### src/rtl/vga_timing_gen_if.sv
// VGA raster bus: pixel position, sync/blank flags and colour for one pixel clock.
// The source drives the fields; sinks read them individually or as the packed word.
interface vga_timing_gen_if;
  localparam int VGA_BUS_SIZE = 38;

  logic [10:0] hcount;
  logic        hsync;
  logic        hblnk;
  logic [10:0] vcount;
  logic        vsync;
  logic        vblnk;
  logic [11:0] rgb;
  logic [VGA_BUS_SIZE-1:0] bus;

  // Packed layout: {hcount, hsync, hblnk, vcount, vsync, vblnk, rgb}
  assign bus = {hcount, hsync, hblnk, vcount, vsync, vblnk, rgb};

  modport master (
    output hcount, hsync, hblnk, vcount, vsync, vblnk, rgb
  );

  modport slave (
    input hcount, hsync, hblnk, vcount, vsync, vblnk, rgb, bus
  );
endinterface

### src/rtl/vga_timing_gen.sv
// Raster timing source: pixel/line counters with registered sync and blanking decode,
// frame-origin pulse and completed-frame counter, all advancing on the pixel enable.
module vga_timing_gen #(
  parameter int H_VISIBLE = 800,
  parameter int H_FP      = 40,
  parameter int H_SYNC    = 128,
  parameter int H_BP      = 88,
  parameter int V_VISIBLE = 600,
  parameter int V_FP      = 1,
  parameter int V_SYNC    = 4,
  parameter int V_BP      = 23,
  parameter bit SYNC_POL  = 1'b1
) (
  input  logic                  pclk,
  input  logic                  rst,
  input  logic                  ce,
  vga_timing_gen_if.master      vga_out,
  output logic                  frame_start,
  output logic [7:0]            frame_cnt
);
  localparam int H_TOTAL = H_VISIBLE + H_FP + H_SYNC + H_BP;
  localparam int V_TOTAL = V_VISIBLE + V_FP + V_SYNC + V_BP;
  localparam logic SYNC_IDLE = ~SYNC_POL;

  // Index 0 is the horizontal axis, index 1 the vertical axis.
  logic [1:0][10:0] cnt_reg;
  logic [1:0][10:0] cnt_next;
  logic [1:0]       wrap;
  logic [1:0]       adv;
  logic [1:0]       blnk_reg;
  logic [1:0]       blnk_next;
  logic [1:0]       sync_reg;
  logic [1:0]       sync_next;
  logic             frame_start_reg;
  logic [7:0]       frame_cnt_reg;
  logic             frame_wrap;

  // Lines only advance on the pixel that ends a line.
  assign adv[0] = 1'b1;
  assign adv[1] = wrap[0];

  generate
    for (genvar gi = 0; gi < 2; gi++) begin : g_axis
      localparam int VIS   = (gi == 0) ? H_VISIBLE : V_VISIBLE;
      localparam int TOTAL = (gi == 0) ? H_TOTAL   : V_TOTAL;
      localparam int SS    = (gi == 0) ? (H_VISIBLE + H_FP) : (V_VISIBLE + V_FP);
      localparam int SE    = (gi == 0) ? (SS + H_SYNC) : (SS + V_SYNC);
      localparam logic [10:0] LAST      = 11'(TOTAL - 1);
      localparam logic [10:0] VIS_C     = 11'(VIS);
      localparam logic [10:0] SYNC_BEG  = 11'(SS);
      localparam logic [10:0] SYNC_END  = 11'(SE);

      assign wrap[gi] = (cnt_reg[gi] == LAST);

      assign cnt_next[gi] = !adv[gi] ? cnt_reg[gi]
                          : (wrap[gi] ? 11'd0 : cnt_reg[gi] + 11'd1);

      // Decode from the next count so flags land in the same cycle as the count.
      assign blnk_next[gi] = (cnt_next[gi] >= VIS_C);
      assign sync_next[gi] = ((cnt_next[gi] >= SYNC_BEG) && (cnt_next[gi] < SYNC_END))
                             ? SYNC_POL : SYNC_IDLE;
    end
  endgenerate

  assign frame_wrap = wrap[0] & wrap[1];

  always_ff @(posedge pclk) begin
    if (rst) begin
      cnt_reg         <= '0;
      blnk_reg        <= '0;
      sync_reg        <= {SYNC_IDLE, SYNC_IDLE};
      frame_start_reg <= 1'b1;
      frame_cnt_reg   <= 8'd0;
    end else if (ce) begin
      cnt_reg         <= cnt_next;
      blnk_reg        <= blnk_next;
      sync_reg        <= sync_next;
      frame_start_reg <= frame_wrap;
      if (frame_wrap) begin
        frame_cnt_reg <= frame_cnt_reg + 8'd1;
      end
    end else begin
      frame_start_reg <= 1'b0;
    end
  end

  assign vga_out.hcount = cnt_reg[0];
  assign vga_out.hsync  = sync_reg[0];
  assign vga_out.hblnk  = blnk_reg[0];
  assign vga_out.vcount = cnt_reg[1];
  assign vga_out.vsync  = sync_reg[1];
  assign vga_out.vblnk  = blnk_reg[1];
  assign vga_out.rgb    = 12'h000;

  assign frame_start = frame_start_reg;
  assign frame_cnt   = frame_cnt_reg;
endmodule

### src/flat_wrapper.sv
// flat-port wrapper written by rule: the top's interface ports become plain ports
module vga_timing_gen_flat 
#(
  parameter int H_VISIBLE = 800,
  parameter int H_FP      = 40,
  parameter int H_SYNC    = 128,
  parameter int H_BP      = 88,
  parameter int V_VISIBLE = 600,
  parameter int V_FP      = 1,
  parameter int V_SYNC    = 4,
  parameter int V_BP      = 23,
  parameter bit SYNC_POL  = 1'b1
)
  (pclk, rst, ce, frame_start, frame_cnt, vga_out_hcount, vga_out_hsync, vga_out_hblnk, vga_out_vcount, vga_out_vsync, vga_out_vblnk, vga_out_rgb);
  vga_timing_gen_if vga_out_i ();
  input  logic pclk;
  input  logic rst;
  input  logic ce;
  output logic frame_start;
  output logic [7:0] frame_cnt;
  output wire logic [$bits(vga_out_i.hcount)-1:0] vga_out_hcount;
  output wire logic [$bits(vga_out_i.hsync)-1:0] vga_out_hsync;
  output wire logic [$bits(vga_out_i.hblnk)-1:0] vga_out_hblnk;
  output wire logic [$bits(vga_out_i.vcount)-1:0] vga_out_vcount;
  output wire logic [$bits(vga_out_i.vsync)-1:0] vga_out_vsync;
  output wire logic [$bits(vga_out_i.vblnk)-1:0] vga_out_vblnk;
  output wire logic [$bits(vga_out_i.rgb)-1:0] vga_out_rgb;
  assign vga_out_hcount = vga_out_i.hcount;
  assign vga_out_hsync = vga_out_i.hsync;
  assign vga_out_hblnk = vga_out_i.hblnk;
  assign vga_out_vcount = vga_out_i.vcount;
  assign vga_out_vsync = vga_out_i.vsync;
  assign vga_out_vblnk = vga_out_i.vblnk;
  assign vga_out_rgb = vga_out_i.rgb;
  vga_timing_gen #(.H_VISIBLE(H_VISIBLE), .H_FP(H_FP), .H_SYNC(H_SYNC), .H_BP(H_BP), .V_VISIBLE(V_VISIBLE), .V_FP(V_FP), .V_SYNC(V_SYNC), .V_BP(V_BP), .SYNC_POL(SYNC_POL)) u_core (.pclk(pclk), .rst(rst), .ce(ce), .vga_out(vga_out_i), .frame_start(frame_start), .frame_cnt(frame_cnt));
endmodule
### config.mk
export PLATFORM = sky130hd
export DESIGN_NAME = vga_timing_gen_flat
export DESIGN_NICKNAME = d
export VERILOG_FILES = /design/src/rtl/vga_timing_gen_if.sv /design/src/rtl/vga_timing_gen.sv /design/src/flat_wrapper.sv
export SDC_FILE = /design/constraint.sdc
export NUM_CORES = 1
export LEC_CHECK = 0
export BUFFER_PORTS_ARGS = -buffer_cell sky130_fd_sc_hd__clkbuf_2
export CORE_MARGIN = 4
export CORE_UTILIZATION = 50
export DETAILED_ROUTE_END_ITERATION = 16
export PLACE_DENSITY = 0.74
export SYNTH_ARGS = -nofsm -noshare
export SYNTH_HDL_FRONTEND = slang
export SYNTH_SLANG_ARGS = --single-unit
### constraint.sdc
create_clock -name pclk -period 3.5 [get_ports pclk]
set_input_delay 0.7 -clock pclk [delete_from_list [all_inputs] [get_ports pclk]]
set_output_delay 0.7 -clock pclk [all_outputs]
set_load 0.01 [all_outputs]
# Word-level counts from Yosys, hierarchy flattened
# Cells that the tools add are included.
[word_totals]
ff_bits = 35
in_bits = 3
output_inout_bits = 47
wordCells = 27
[op_classes]
addsub = 3
magnitude_cmp = 6
eq_ne = 2
mux = 6
n_bitwise = 1
reduce_logical = 3
[ops]
columns = ["operator", "n"]
rows = [
  [">= comparator 11 x 10 -> 1 bit, second input constant", 4],
  ["2-to-1 mux 11 bit", 3],
  ["adder 11 x 1 -> 11 bit, second input constant", 2],
  ["< comparator 11 x 10 -> 1 bit, second input constant", 2],
  ["equality test 11 x 10 -> 1 bit, second input constant", 1],
  ["equality test 11 bit, second input constant", 1],
  ["adder 8 x 1 -> 8 bit, second input constant", 1],
  ["2-to-1 mux 1 bit", 3],
  ["logical AND 1 bit", 2],
  ["AND reduction 2 bit", 1],
  ["bitwise AND 1 bit", 1],
]

# Longest topological paths before layout
[depth]
depth_word = 6
depth_mapped = 8
ltp_nobuf = 7

# Least setup slack after synthesis
# Ideal clock, no wire load.
[synth_timing]
path_type = "register -> register"
startpoint = "register u_core.cnt_reg (netlist bit u_core.vga_out.vcount[1])"
endpoint = "register u_core.blnk_reg[1]"
setup_ns = 0.066
arrival_time_ns = 2.069
required_ns = 3.434
path_slack_ns = 1.365
path_stages_with_launch = 9
n_path_buf = 1
period_less_slack_ns = 2.135
path_cell_list = "dfxtp_1 ha_1 buf_2 nand2_1 or4_4 nor3_4 nor2_2 a311o_1 a21oi_2"
[synth_between]
elab_chain_len = 4
elab_cells_between_ends = 5
classes_between = "add/sub: 1; order compare: 1; eq/ne: 1; mux: 2"
[synth_lines]
columns = ["element", "line_no", "source"]
rows = [
  ["start: declaration", "vga_timing_gen.sv:26", "logic [1:0][10:0] cnt_reg;"],
  ["start signal: assignment", "vga_timing_gen.sv:75", "cnt_reg <= cnt_next;"],
  ["adder 11 x 1 -> 11 bit or equality test 11 x 10 -> 1 bit (tied branches)", "vga_timing_gen.sv:56, vga_timing_gen.sv:53", ""],
  ["2-to-1 mux 11 bit", "vga_timing_gen.sv:56", ": (wrap[gi] ? 11'd0 : cnt_reg[gi] + 11'd1);"],
  ["2-to-1 mux 11 bit *", "vga_timing_gen.sv:55", "assign cnt_next[gi] = !adv[gi] ? cnt_reg[gi]"],
  [">= comparator 11 x 10 -> 1 bit *", "vga_timing_gen.sv:59", "assign blnk_next[gi] = (cnt_next[gi] >= VIS_C);"],
  ["end signal: assignment", "vga_timing_gen.sv:76", "blnk_reg <= blnk_next;"],
  ["end: declaration", "vga_timing_gen.sv:30", "logic [1:0] blnk_reg;"],
]
# Every way passes the cells marked *; elsewhere a longest branch is shown, timed or not.
# A chain may end at the register's enable or synchronous reset.

# Worst setup path in the final report
[layout_timing]
startpoint = "register u_core.cnt_reg (netlist bit u_core.vga_out.vcount[0])"
endpoint = "register u_core.frame_cnt_reg[5], in the netlist u_core.frame_cnt[5]"
[layout_between]
elab_chain_len = 3
[layout_lines]
columns = ["element", "line_no", "source"]
rows = [
  ["equality test 11 x 10 -> 1 bit", "vga_timing_gen.sv:53", "assign wrap[gi] = (cnt_reg[gi] == LAST);"],
  ["bitwise AND 1 bit", "vga_timing_gen.sv:65", "assign frame_wrap = wrap[0] & wrap[1];"],
  ["AND reduction 2 bit (no source line)", "--", ""],
  ["end signal: assignment", "vga_timing_gen.sv:80", "frame_cnt_reg <= frame_cnt_reg + 8'd1;"],
  ["end: declaration", "vga_timing_gen.sv:35", "logic [7:0] frame_cnt_reg;"],
]
# Every way passes these cells.

==> impl_metrics.csv <==
group,metric,value,unit
outcome,status,"finished clean",
floorplan,die_y,76.7,um
setup_path,crit_slowest_cell,"dfxtp_1",
cells_and_area,final_cell_area,2550,sq um
cts,cts_setup_buffers,0,
cells_and_area,final_common_cell,"nor2_1",
cts,clk_root_buffer_cell,"clkbuf_8",
floorplan,num_rows,24,
setup_path,cp-endpoint,"u_core.frame_cnt[5]",
synthesis,avgSynthCellArea,8.00,sq um
synthesis,ys_seq_area_frac,0.297,
synthesis,mappedNetlistArea,2360,sq um
cells_and_area,multi_input_comb_area,1450,sq um
drt,drt-total-wl,5.50,mm
drt,drc,0,
grt,grt_pass1_vias,1917,
timing,rsz0062_at_grt,"false",
cells_and_area,insertedDiodeCount,0,
setup_path,crit_cells,7,
synthesis,yosys.cell_types.count,64,
grt,grt_pass1_wl,9.47,mm
power_and_ir_drop,clkPwrFrac,0.493,
cells_and_area,syn_to_final_growth,7.95,%
cells_and_area,nets,321,
cells_and_area,drive_gt1_frac,0.218,
setup_path,path_delay_family,"simple AND/OR/NAND/NOR gates",
cts,ctsResizeCount,0,
timing,clock_skew,0.00346,ns
timing,setup_viol,0,
power_and_ir_drop,peakVddDrop,0.183,mV
setup_path,worstSetupStartpoint,"u_core.vga_out.vcount[0]",
drt,vias,2152,
cts,cts_buffers,5,
cells_and_area,nFillCells,439,
setup_path,path_cells,"ha_1 -> and4bb_2 -> nand3_1 -> nor4_2 -> nand3_1 -> xor2_1 -> nor2_1",
cts,clkSinkCount,35,
synthesis,postSynth.asyncResetShare,0,
timing,finalHoldWorstSlack,0.480,ns
timing,worst_pin_slew,0.548,ns
setup_path,worst_ep_required_time,3.67,ns
drt,via_per_inst,5.85,
cells_and_area,seq_area,701,sq um
setup_path,arrival,2.77,ns
power_and_ir_drop,switchingPower,0.198,mW
timing,finalCritPeriodShare,0.743,
setup_path,path_buf_inv,0,
drt,dr.pass1.iters,5,
placed_design,hpwl,3.81,mm
setup_path,path_class,"reg -> reg",
drt,postRouteAntennaNets,0,
power_and_ir_drop,power_density,353,nW/um^2
cts,clk_pin_slew_worst_paths,0.08,ns
floorplan,core-area,4470,sq um
placed_design,place_congestion,0.890,
setup_path,critPathCaptureType,"register",
grt,grt_use_total,0.193,
drt,detail_route.wl_per_cell,14.9,um
placed_design,numPortBuffers,37,
drt,drt_iter0_drc,218,
timing,drv_slew,0,
power_and_ir_drop,power.leakage,0.973,nW
synthesis,yosysWarningCount,0,
timing,min_period,2.60,ns
setup_path,r2r_end,"u_core.frame_cnt[5]",
min_path,hold_class,"reg -> reg",
setup_path,cp_common_cell,"nand3_1",
grt,grt_max_degree,36,
floorplan,io_pins,50,
power_and_ir_drop,seq_power_share,0.454,
timing,relSlewSlack,0.634,
timing,tns,0,ns
placed_design,dpl_cell_area,2410,sq um
setup_path,reg2reg_slack,0.90,ns
power_and_ir_drop,internal_power,0.702,mW
setup_path,start_kind,"register",
grt,antenna_found_initial,0,
grt,grt_overflow,0,
floorplan,die_x,76.7,um
timing,hold_violations,0,
cells_and_area,final_cell_mix,"nor2_1 (42), clkbuf_2 (37), dfxtp_1 (35)",
cts,cts.hold.buffers_added,0,
floorplan,die_area,5890,sq um
synthesis,ys_ff_latch,35,
run,maxCapViolations,0,
cts,h-tree-depth,2,
timing,timing.fmax,385,MHz
cts,cts_tree,"done",
cts,clockBufferDepth,2,
power_and_ir_drop,combPwrFrac,0.053,
synthesis,synthesis.instances,295,
setup_path,r2r-start,"u_core.vga_out.vcount[0]",
synthesis,synth-edff-count,0,
cts,clock_latency,0.29,ns
setup_path,slowest_delay,0.58,ns
synthesis,ys.flop_type,"dfxtp_1",
setup_path,worst-r2r-cell-count,7,
floorplan,start_util,0.528,
setup_path,cp_max_fo,13,
power_and_ir_drop,swShare,0.220,
-- metal layers --
metal | up-vias | share of wire | track usage
li1 | 1076 | - | -
met1 | 981 | 0.47 | 0.271
met2 | 91 | 0.45 | 0.290
met3 | 4 | 0.075 | 0.0375
met4 | 0 | 0.0066 | 0.0707
met5 | - | 0 | 0
-- through the flow --
stage	instances	util	power (mW)	worst slack (ns)
CTS	368	0.570	0.909	0.909
floorplan	306	-	0.463	1.36
global route	368	0.570	0.940	0.698
detailed placement	360	0.539	0.466	0.929
finish	368	0.570	0.900	0.901
global placement	360	0.539	0.465	1.01
-- Yosys cell counts (2+ instances only) --
master	instances	share of area
or2_2	3	0.0079
nor2_1	42	0.067
buf_6	5	0.024
and2_1	2	0.0053
a21oi_1	22	0.047
nand2_1	20	0.032
nand4_1	10	0.026
xnor2_1	6	0.022
nor3_1	5	0.011
nand3_1	17	0.036
a211oi_1	3	0.0095
or3_1	6	0.016
o32ai_1	2	0.0074
xor2_1	13	0.048
dfxtp_1	35	0.30
nor3_4	3	0.021
and3_1	5	0.013
mux2i_1	3	0.013
nand3b_1	2	0.0064
buf_4	18	0.057
a311o_1	2	0.0085
buf_2	6	0.013
o22ai_1	2	0.0053
a21o_1	2	0.0064
a31oi_1	3	0.0079
and3_2	2	0.0064
clkbuf_1	7	0.011
ha_1	3	0.016
o21ai_0	10	0.021
nor4_1	2	0.0053
-- final cells by class --
type / count / share of cell area
clock buffers: 5 / 0.0270
clock inverters: 3 / 0.0265
inverters: 1 / 0.00147
multi-input cells: 234 / 0.569
flip-flops and latches: 35 / 0.275
well taps: 52 / 0.0255
repair buffers: 38 / 0.0756
-- cells by family (layout without fill, tap and decap cells) --
kind of cell               after synthesis  count (layout)  synth area share
and+or+nand+nor                        137             137             0.330
AOI/OAI and AO/OA                       60              60             0.166
buffers and inverters                   37              47             0.107
DFF                                     35              35             0.297
xor gates and xnor gates                19              19            0.0705
adders and majority gates                3               3            0.0159
muxes                                    3               3            0.0127
other                                    1              12           0.00159
-- how the worst min path moves through the flow --
stage	start	end	slack, ns	cells after the start
after floorplan	u_core.sync_reg[1]	u_core.sync_reg[1]	0.49	2
after global placement	u_core.sync_reg[0]	u_core.sync_reg[0]	0.46	1
after detailed placement	u_core.sync_reg[0]	u_core.sync_reg[0]	0.47	1
after CTS	u_core.sync_reg[0]	u_core.sync_reg[0]	0.48	1
after global routing	u_core.sync_reg[0]	u_core.sync_reg[0]	0.52	1
final	u_core.sync_reg[0]	u_core.sync_reg[0]	0.48	1
-- power by group through the flow --
| stage | clock [mW] | combinational [mW] | sequential (mW) |
|---|---|---|---|
| after floorplan | 0 | 0.0433 | 0.420 |
| after global placement | 0 | 0.0471 | 0.418 |
| after detailed placement | 0 | 0.0472 | 0.418 |
| after CTS | 0.453 | 0.0472 | 0.409 |
| after global routing | 0.477 | 0.0527 | 0.410 |
| final | 0.444 | 0.0474 | 0.409 |
(Power assumes the default switching activity.)
